## config.mk

```make
export PLATFORM = sky130hd
export DESIGN_NAME = seq_alu_flat
export DESIGN_NICKNAME = d
export VERILOG_FILES = /design/src/rtl/seq_alu_if.sv /design/src/rtl/seq_alu.sv /design/src/flat_wrapper.sv
export SDC_FILE = /design/constraint.sdc
export NUM_CORES = 1
export LEC_CHECK = 0
export ABC_AREA = 1
export CELL_PAD_IN_SITES_DETAIL_PLACEMENT = 1
export CELL_PAD_IN_SITES_GLOBAL_PLACEMENT = 2
export CORE_ASPECT_RATIO = 2
export CORE_MARGIN = 10
export CORE_UTILIZATION = 35
export DETAILED_ROUTE_END_ITERATION = 10
export PLACE_DENSITY_LB_ADDON = 0.1
export SLEW_MARGIN = 10
export SYNTH_ARGS = -nofsm -noshare
export SYNTH_HDL_FRONTEND = slang
export SYNTH_SLANG_ARGS = --single-unit
```

## constraint.sdc

```tcl
create_clock -name clk -period 4.3 [get_ports clk]
set_clock_uncertainty 0.15 [all_clocks]
set_input_delay 0.86 -clock clk [delete_from_list [all_inputs] [get_ports clk]]
set_output_delay 0.86 -clock clk [all_outputs]
set_load 0.01 [all_outputs]
```

## src/rtl/seq_alu_if.sv

```systemverilog
// rtl/seq_alu_if.sv - request/result bundle between the execute-stage control and seq_alu
interface seq_alu_if #(
    parameter int WIDTH = 16
);
    logic             start;
    logic [WIDTH-1:0] SrcA;
    logic [WIDTH-1:0] SrcB;
    logic [3:0]       ALUCtrl;
    logic [WIDTH-1:0] ALUOut;
    logic             zero_flag;
    logic             carry_flag;
    logic             overflow_flag;
    logic             busy;
    logic             done;

    modport master (
        output start, SrcA, SrcB, ALUCtrl,
        input  ALUOut, zero_flag, carry_flag, overflow_flag, busy, done
    );

    modport slave (
        input  start, SrcA, SrcB, ALUCtrl,
        output ALUOut, zero_flag, carry_flag, overflow_flag, busy, done
    );
endinterface

```

## src/rtl/seq_alu.sv

```systemverilog
// rtl/seq_alu.sv - multicycle ALU: single-cycle ops plus shift-add MUL and restoring DIVU/REMU
module seq_alu #(
    parameter int WIDTH = 16
) (
    input  logic      clk,
    input  logic      reset,
    seq_alu_if.slave  bus
);
    localparam int SHW = $clog2(WIDTH);
    localparam int MSB = WIDTH - 1;

    localparam logic [3:0] OP_ADD  = 4'b0000;
    localparam logic [3:0] OP_SUB  = 4'b0001;
    localparam logic [3:0] OP_AND  = 4'b0010;
    localparam logic [3:0] OP_OR   = 4'b0011;
    localparam logic [3:0] OP_XOR  = 4'b0100;
    localparam logic [3:0] OP_NOR  = 4'b0101;
    localparam logic [3:0] OP_SLT  = 4'b0110;
    localparam logic [3:0] OP_SLL  = 4'b0111;
    localparam logic [3:0] OP_SRL  = 4'b1000;
    localparam logic [3:0] OP_SRA  = 4'b1001;
    localparam logic [3:0] OP_MUL  = 4'b1010;
    localparam logic [3:0] OP_DIVU = 4'b1011;
    localparam logic [3:0] OP_REMU = 4'b1100;

    typedef enum logic {S_IDLE, S_ITER} state_t;

    state_t           state, state_next;
    logic [WIDTH-1:0] hi_q, lo_q, opnd_q;
    logic [3:0]       op_q;
    logic [SHW-1:0]   cnt_q;
    logic [WIDTH-1:0] alu_out_q;
    logic             zero_q, carry_q, ovf_q, done_q;

    logic             is_iter_req, last_iter;
    logic             accept_single, accept_iter, finish_iter, busy_c;

    logic [SHW-1:0]   shamt;
    logic [WIDTH:0]   add_full, sub_full;
    logic [WIDTH-1:0] sc_res;
    logic             sc_carry, sc_ovf;

    logic [WIDTH:0]   mul_sum, rem_sh, rem_diff;
    logic [WIDTH-1:0] mul_hi_n, mul_lo_n, div_hi_n, div_lo_n;
    logic             take;
    logic [WIDTH-1:0] it_res;
    logic             it_carry;

    // Divide by zero never enters ITER; it resolves as a single-cycle op.
    assign is_iter_req = (bus.ALUCtrl == OP_MUL) ||
                         (((bus.ALUCtrl == OP_DIVU) || (bus.ALUCtrl == OP_REMU)) && (bus.SrcB != '0));
    assign last_iter   = (cnt_q == SHW'(WIDTH - 1));

    always_ff @(posedge clk) begin
        if (reset) begin
            state <= S_IDLE;
        end else begin
            state <= state_next;
        end
    end

    always_comb begin
        state_next = state;
        case (state)
            S_IDLE: if (bus.start && is_iter_req) state_next = S_ITER;
            S_ITER: if (last_iter) state_next = S_IDLE;
            default: state_next = S_IDLE;
        endcase
    end

    always_comb begin
        accept_single = 1'b0;
        accept_iter   = 1'b0;
        finish_iter   = 1'b0;
        busy_c        = 1'b0;
        case (state)
            S_IDLE: begin
                accept_single = bus.start && !is_iter_req;
                accept_iter   = bus.start && is_iter_req;
            end
            S_ITER: begin
                busy_c      = 1'b1;
                finish_iter = last_iter;
            end
            default: ;
        endcase
    end

    assign shamt    = bus.SrcB[SHW-1:0];
    assign add_full = {1'b0, bus.SrcA} + {1'b0, bus.SrcB};
    assign sub_full = {1'b0, bus.SrcA} - {1'b0, bus.SrcB};

    always_comb begin
        sc_res   = '0;
        sc_carry = 1'b0;
        sc_ovf   = 1'b0;
        case (bus.ALUCtrl)
            OP_ADD: begin
                sc_res   = add_full[WIDTH-1:0];
                sc_carry = add_full[WIDTH];
                sc_ovf   = (bus.SrcA[MSB] == bus.SrcB[MSB]) && (add_full[MSB] != bus.SrcA[MSB]);
            end
            OP_SUB: begin
                sc_res   = sub_full[WIDTH-1:0];
                sc_carry = !sub_full[WIDTH];
                sc_ovf   = (bus.SrcA[MSB] != bus.SrcB[MSB]) && (sub_full[MSB] != bus.SrcA[MSB]);
            end
            OP_AND:  sc_res = bus.SrcA & bus.SrcB;
            OP_OR:   sc_res = bus.SrcA | bus.SrcB;
            OP_XOR:  sc_res = bus.SrcA ^ bus.SrcB;
            OP_NOR:  sc_res = ~(bus.SrcA | bus.SrcB);
            OP_SLT:  sc_res = WIDTH'($signed(bus.SrcA) < $signed(bus.SrcB));
            OP_SLL:  sc_res = bus.SrcA << shamt;
            OP_SRL:  sc_res = bus.SrcA >> shamt;
            OP_SRA:  sc_res = $unsigned($signed(bus.SrcA) >>> shamt);
            OP_DIVU: sc_res = '1;
            OP_REMU: sc_res = bus.SrcA;
            default: sc_res = '0;
        endcase
    end

    // hi:lo is the 2*WIDTH product register for MUL, remainder:quotient for DIVU/REMU.
    assign mul_sum  = {1'b0, hi_q} + (lo_q[0] ? {1'b0, opnd_q} : '0);
    assign mul_hi_n = mul_sum[WIDTH:1];
    assign mul_lo_n = {mul_sum[0], lo_q[WIDTH-1:1]};

    assign rem_sh   = {hi_q, lo_q[WIDTH-1]};
    assign rem_diff = rem_sh - {1'b0, opnd_q};
    assign take     = !rem_diff[WIDTH];
    assign div_hi_n = take ? rem_diff[WIDTH-1:0] : rem_sh[WIDTH-1:0];
    assign div_lo_n = {lo_q[WIDTH-2:0], take};

    always_comb begin
        it_res   = '0;
        it_carry = 1'b0;
        case (op_q)
            OP_MUL: begin
                it_res   = mul_lo_n;
                it_carry = |mul_hi_n;
            end
            OP_DIVU: it_res = div_lo_n;
            OP_REMU: it_res = div_hi_n;
            default: it_res = '0;
        endcase
    end

    always_ff @(posedge clk) begin
        if (reset) begin
            alu_out_q <= '0;
            zero_q    <= 1'b1;
            carry_q   <= 1'b0;
            ovf_q     <= 1'b0;
            done_q    <= 1'b0;
            hi_q      <= '0;
            lo_q      <= '0;
            opnd_q    <= '0;
            op_q      <= '0;
            cnt_q     <= '0;
        end else begin
            done_q <= 1'b0;
            if (accept_single) begin
                alu_out_q <= sc_res;
                zero_q    <= (sc_res == '0);
                carry_q   <= sc_carry;
                ovf_q     <= sc_ovf;
                done_q    <= 1'b1;
            end
            if (accept_iter) begin
                op_q   <= bus.ALUCtrl;
                opnd_q <= bus.SrcB;
                lo_q   <= bus.SrcA;
                hi_q   <= '0;
                cnt_q  <= '0;
            end
            if (busy_c) begin
                hi_q  <= (op_q == OP_MUL) ? mul_hi_n : div_hi_n;
                lo_q  <= (op_q == OP_MUL) ? mul_lo_n : div_lo_n;
                cnt_q <= cnt_q + SHW'(1);
            end
            if (finish_iter) begin
                alu_out_q <= it_res;
                zero_q    <= (it_res == '0);
                carry_q   <= it_carry;
                ovf_q     <= 1'b0;
                done_q    <= 1'b1;
            end
        end
    end

    assign bus.ALUOut        = alu_out_q;
    assign bus.zero_flag     = zero_q;
    assign bus.carry_flag    = carry_q;
    assign bus.overflow_flag = ovf_q;
    assign bus.busy          = busy_c;
    assign bus.done          = done_q;
endmodule
```

## src/flat_wrapper.sv

```systemverilog
// flat-port wrapper written by rule: the top's interface ports become plain ports
module seq_alu_flat 
#(
    parameter int WIDTH = 16
)
  (clk, reset, bus_start, bus_SrcA, bus_SrcB, bus_ALUCtrl, bus_ALUOut, bus_zero_flag, bus_carry_flag, bus_overflow_flag, bus_busy, bus_done);
  seq_alu_if #(.WIDTH(WIDTH)) bus_i ();
  input  logic clk;
  input  logic reset;
  input wire logic [$bits(bus_i.start)-1:0] bus_start;
  input wire logic [$bits(bus_i.SrcA)-1:0] bus_SrcA;
  input wire logic [$bits(bus_i.SrcB)-1:0] bus_SrcB;
  input wire logic [$bits(bus_i.ALUCtrl)-1:0] bus_ALUCtrl;
  output wire logic [$bits(bus_i.ALUOut)-1:0] bus_ALUOut;
  output wire logic [$bits(bus_i.zero_flag)-1:0] bus_zero_flag;
  output wire logic [$bits(bus_i.carry_flag)-1:0] bus_carry_flag;
  output wire logic [$bits(bus_i.overflow_flag)-1:0] bus_overflow_flag;
  output wire logic [$bits(bus_i.busy)-1:0] bus_busy;
  output wire logic [$bits(bus_i.done)-1:0] bus_done;
  assign bus_i.start = bus_start;
  assign bus_i.SrcA = bus_SrcA;
  assign bus_i.SrcB = bus_SrcB;
  assign bus_i.ALUCtrl = bus_ALUCtrl;
  assign bus_ALUOut = bus_i.ALUOut;
  assign bus_zero_flag = bus_i.zero_flag;
  assign bus_carry_flag = bus_i.carry_flag;
  assign bus_overflow_flag = bus_i.overflow_flag;
  assign bus_busy = bus_i.busy;
  assign bus_done = bus_i.done;
  seq_alu #(.WIDTH(WIDTH)) u_core (.clk(clk), .reset(reset), .bus(bus_i));
endmodule
```

==> out/results.txt <==
post-synth top area share: 0.222
boundary pin count: 60
Lkg Pwr: 0.00579 uW
DRT Pass-1 Iters: 5
mux cell area share after synthesis: 0
CP endpoint kind: register
worst slew pin tran: 0.962 ns
Critical Path AT: 3.98 ns
CTS tree: yes
net switching power: 1930 uW
GR peak layer: met2
gr usage total: 0.287
WP data required: 4.46 ns
CP max stage cell: o21ai_0
largest family of logic cells by synthesized area: simple AND/OR/NAND/NOR gates
Post-DRT Antenna Nets: 0
Compound-Gate Fraction of Synth Area: 0.185
GRT overflow: 0
first-pass GRT wire length: 80500 um
setup bufs post-CTS: 0
Crit Path Class: input port to register
vias: 12.7k
CTS H-Tree Depth: 3
max frequency: 262 MHz
drt drc: 0
initial antenna violation count: 0
Post-Synth Adder-Cell Area: 0.114
CP Buf/Inv Count: 3
status: complete, no violations
Final nets: 2045
Synth Area in XOR/XNOR: 0.0163
RSZ-0062 raised after global routing: no
Post-Syn Area: 10200 um^2
DIE HEIGHT: 262 um
DP Area: 11500 um^2
WL final: 53800 um
GRT met2 Usage: 0.593
worst-case clock buffer depth: 2
most used cell, CP: nand2_1
GPL Wtd Cong: 1.01
Post-CTS Resized: 0
top cell family by delay on the critical path: simple AND/OR/NAND/NOR gates
crit share post-route: 0.889
Final setup viols: 0
# diodes: 0
fin. max-slew vios: 0
Hold Buf Count CTS: 0
Comb power frac: 0.585
PwrDens: 319 nW/um^2
CTS Buf Count: 9
area leader, netlist: nand2_1
met3 GRT Util: 0.0175
Initial Util: 0.355
clock tree root buffer cell: clkbuf_16
CP max stage delay: 0.65 ns
CP cell instances: clkdlybuf4s50_1, inv_1, ha_1, nand2_1, o21ai_0, nand2_1, nand3_1, nand2_1, inv_1, nand2_1, nor2_1, nand3_1, nor2_1, nand3_1, nand2_1, nand2_1, nand2_1
fin area: 11800 um^2
worst skew pair latency: 0.36 ns
setup_tns: 0 ns
syn avg cell area: 5.55 um^2
Post-DP HPWL: 46200 um
Avg WL per Cell: 23.6 um
Via density: 5.55
Mapped Nets: 1974
Synth warnings: 0
Hold Fails Final Rpt: 0
Slew HR: 0.358
clk sinks: 77
Int Pwr: 1840 uW
peak supply drop: 0.159 mV
ranking of synthesized cells by area: nand2_1 (22%), dfxtp_1 (15%), ha_1 (11%)
vias in the first global route: 13.8k
area delta synth->final: 15.3%
share of layout cells above drive strength 1: 0.0646
GR Layer Usage met1: 0.235
pin count of the biggest net entering global routing: 48
crit-path max FO: 11
Startpoint Class: input port
Max-Cap Viols: 0
CTS clk-pin slew, worst paths: 0.07 ns
post-synthesis simple-gate area fraction: 0.418
initial DRC count: 550
clock share of power: 0.198
DIE AREA: 36900 um^2
buffers added on ports: 59
Hold WC Path Type: register to register
Site Rows: 88
fin crit period: 3.82 ns
sequential power share: 0.218
Gate Count Post-Synth: 1844
sw frac: 0.512
sequential cell area fraction in the yosys report: 0.151
Core ar.: 28800 um^2
Distinct cells, synth: 48
Die Span X: 141 um
post-synthesis register bit count: 77
-- registers in the layout (all words and copies together) (netlist names) --
register	count
u_core.bus.carry_flag	1
u_core.bus.done	1
u_core.state	1
u_core.opnd_q	16
u_core.bus.ALUOut	16
u_core.bus.zero_flag	1
u_core.lo_q	16
u_core.hi_q	16
u_core.cnt_q	4
u_core.bus.overflow_flag	1
u_core.op_q	4
-- cell type report --
cell class | instances | area, um^2
clock buffers | 9 | 225
clock inverters | 7 | 56.3
fillers | 4107 | 17100
inverters | 234 | 878
multi-input cells | 1465 | 7520
flip-flops and latches | 77 | 1540
well taps | 360 | 450
repair buffers | 128 | 1130
-- routing by layer --
metal  vias up  part of all wire
met3       182             0.015
met5         -                 0
met1      6074              0.31
met2       259              0.58
met4         0             0.093
li1       6144                 -
-- path summary, 6_finish.rpt --
path | end | from | slack (ns) | depth (start not counted)
hold reg to reg | u_core.op_q[3] | u_core.op_q[3] | 0.34 | 2
setup reg to reg | u_core.bus.zero_flag | u_core.lo_q[15] | 0.73 | 20
hold / removal | u_core.op_q[3] | u_core.op_q[3] | 0.34 | 2
setup / recovery | u_core.bus.zero_flag | bus_SrcB[5] | 0.48 | 17
-- stage by stage --
step	setup slack [ns]	cells	total power, uW	util	hold slack [ns]
2_1_floorplan	1.16	1844	2270	-	0.301
3_3_place_gp	0.169	2264	2990	0.399	0.316
3_5_place_dp	0.148	2264	3020	0.399	0.324
4_1_cts	0.506	2280	3780	0.409	0.335
5_1_grt	0.318	2280	4020	0.409	0.349
6_report	0.478	2280	3770	0.409	0.336
-- placed cells by master (no fill, tap or decap), types with 3 or more instances in the layout --
cell	synthesis	routed
a211o_1	10	10
a211oi_1	3	3
a21oi_1	151	151
a22oi_1	4	4
a31oi_1	20	20
buf_4	0	67
clkbuf_16	0	9
clkdlybuf4s50_1	0	58
clkinv_1	3	3
dfxtp_1	77	77
fa_1	4	4
ha_1	87	87
inv_1	224	224
inv_2	7	7
inv_6	0	4
nand2_1	605	605
nand2_2	11	11
nand2_4	4	4
nand3_1	187	187
nand3_2	4	4
nand3b_1	6	6
nand4_1	17	17
nor2_1	141	141
nor3_1	19	19
nor4_1	4	4
o211ai_1	13	13
o21ai_0	105	105
o21ai_1	6	6
o21bai_1	10	10
o22ai_1	11	11
or2_2	4	4
xnor2_1	10	10
xor2_1	9	9
-- cells in the mapped netlist, drive strengths merged --
master / instances
o21a: 2
a221oi: 1
buf: 28
fa: 4
dfxtp: 77
clkbuf: 40
nand2: 620
nand3: 192
and3: 1
o211ai: 13
and2: 2
o21bai: 10
xor2: 9
o22ai: 11
or2: 5
a21oi: 153
a21boi: 2
o2bb2ai: 1
clkinv: 3
a31oi: 20
nor2: 144
a211o: 10
nor3: 20
ha: 87
a211oi: 3
nand3b: 6
a21o: 1
xnor2: 10
nand4: 18
a22oi: 4
nor3b: 1
inv: 231
o21ai: 111
nor4: 4
-- cells by family after synthesis --
family,count (synthesis)
buffers and inverters,302
xor gates and xnor gates,19
adders and majority gates,91
AOI/OAI and AO/OA,342
DFF,77
and+or+nand+nor,1013
-- worst register-to-register path: stages, from the launching register on --
cell	delay, ns
dfxtp_1	0.42
inv_1	0.17
ha_1	0.18
inv_1	0.08
fa_1	0.44
nand2_1	0.11
nand2_1	0.05
nand3b_1	0.12
nand2_2	0.15
nand2_4	0.13
nand2_4	0.06
nand2_4	0.13
nand2_4	0.20
or2_1	0.29
nand3_1	0.09
nand3_1	0.23
nor2_1	0.19
nand3_1	0.13
nand2_1	0.08
nand2_1	0.05
nand2_1	0.05
-- power groups by stage --
stage               Sequential [uW]  Combinational (uW)  Clock [uW]
floorplan                       815                1450           0
CTS                             819                2200         761
detailed placement              835                2190           0
global route                    825                2410         787
global placement                834                2150           0
finish                          820                2200         744
Power figures use the tool's default switching activity.
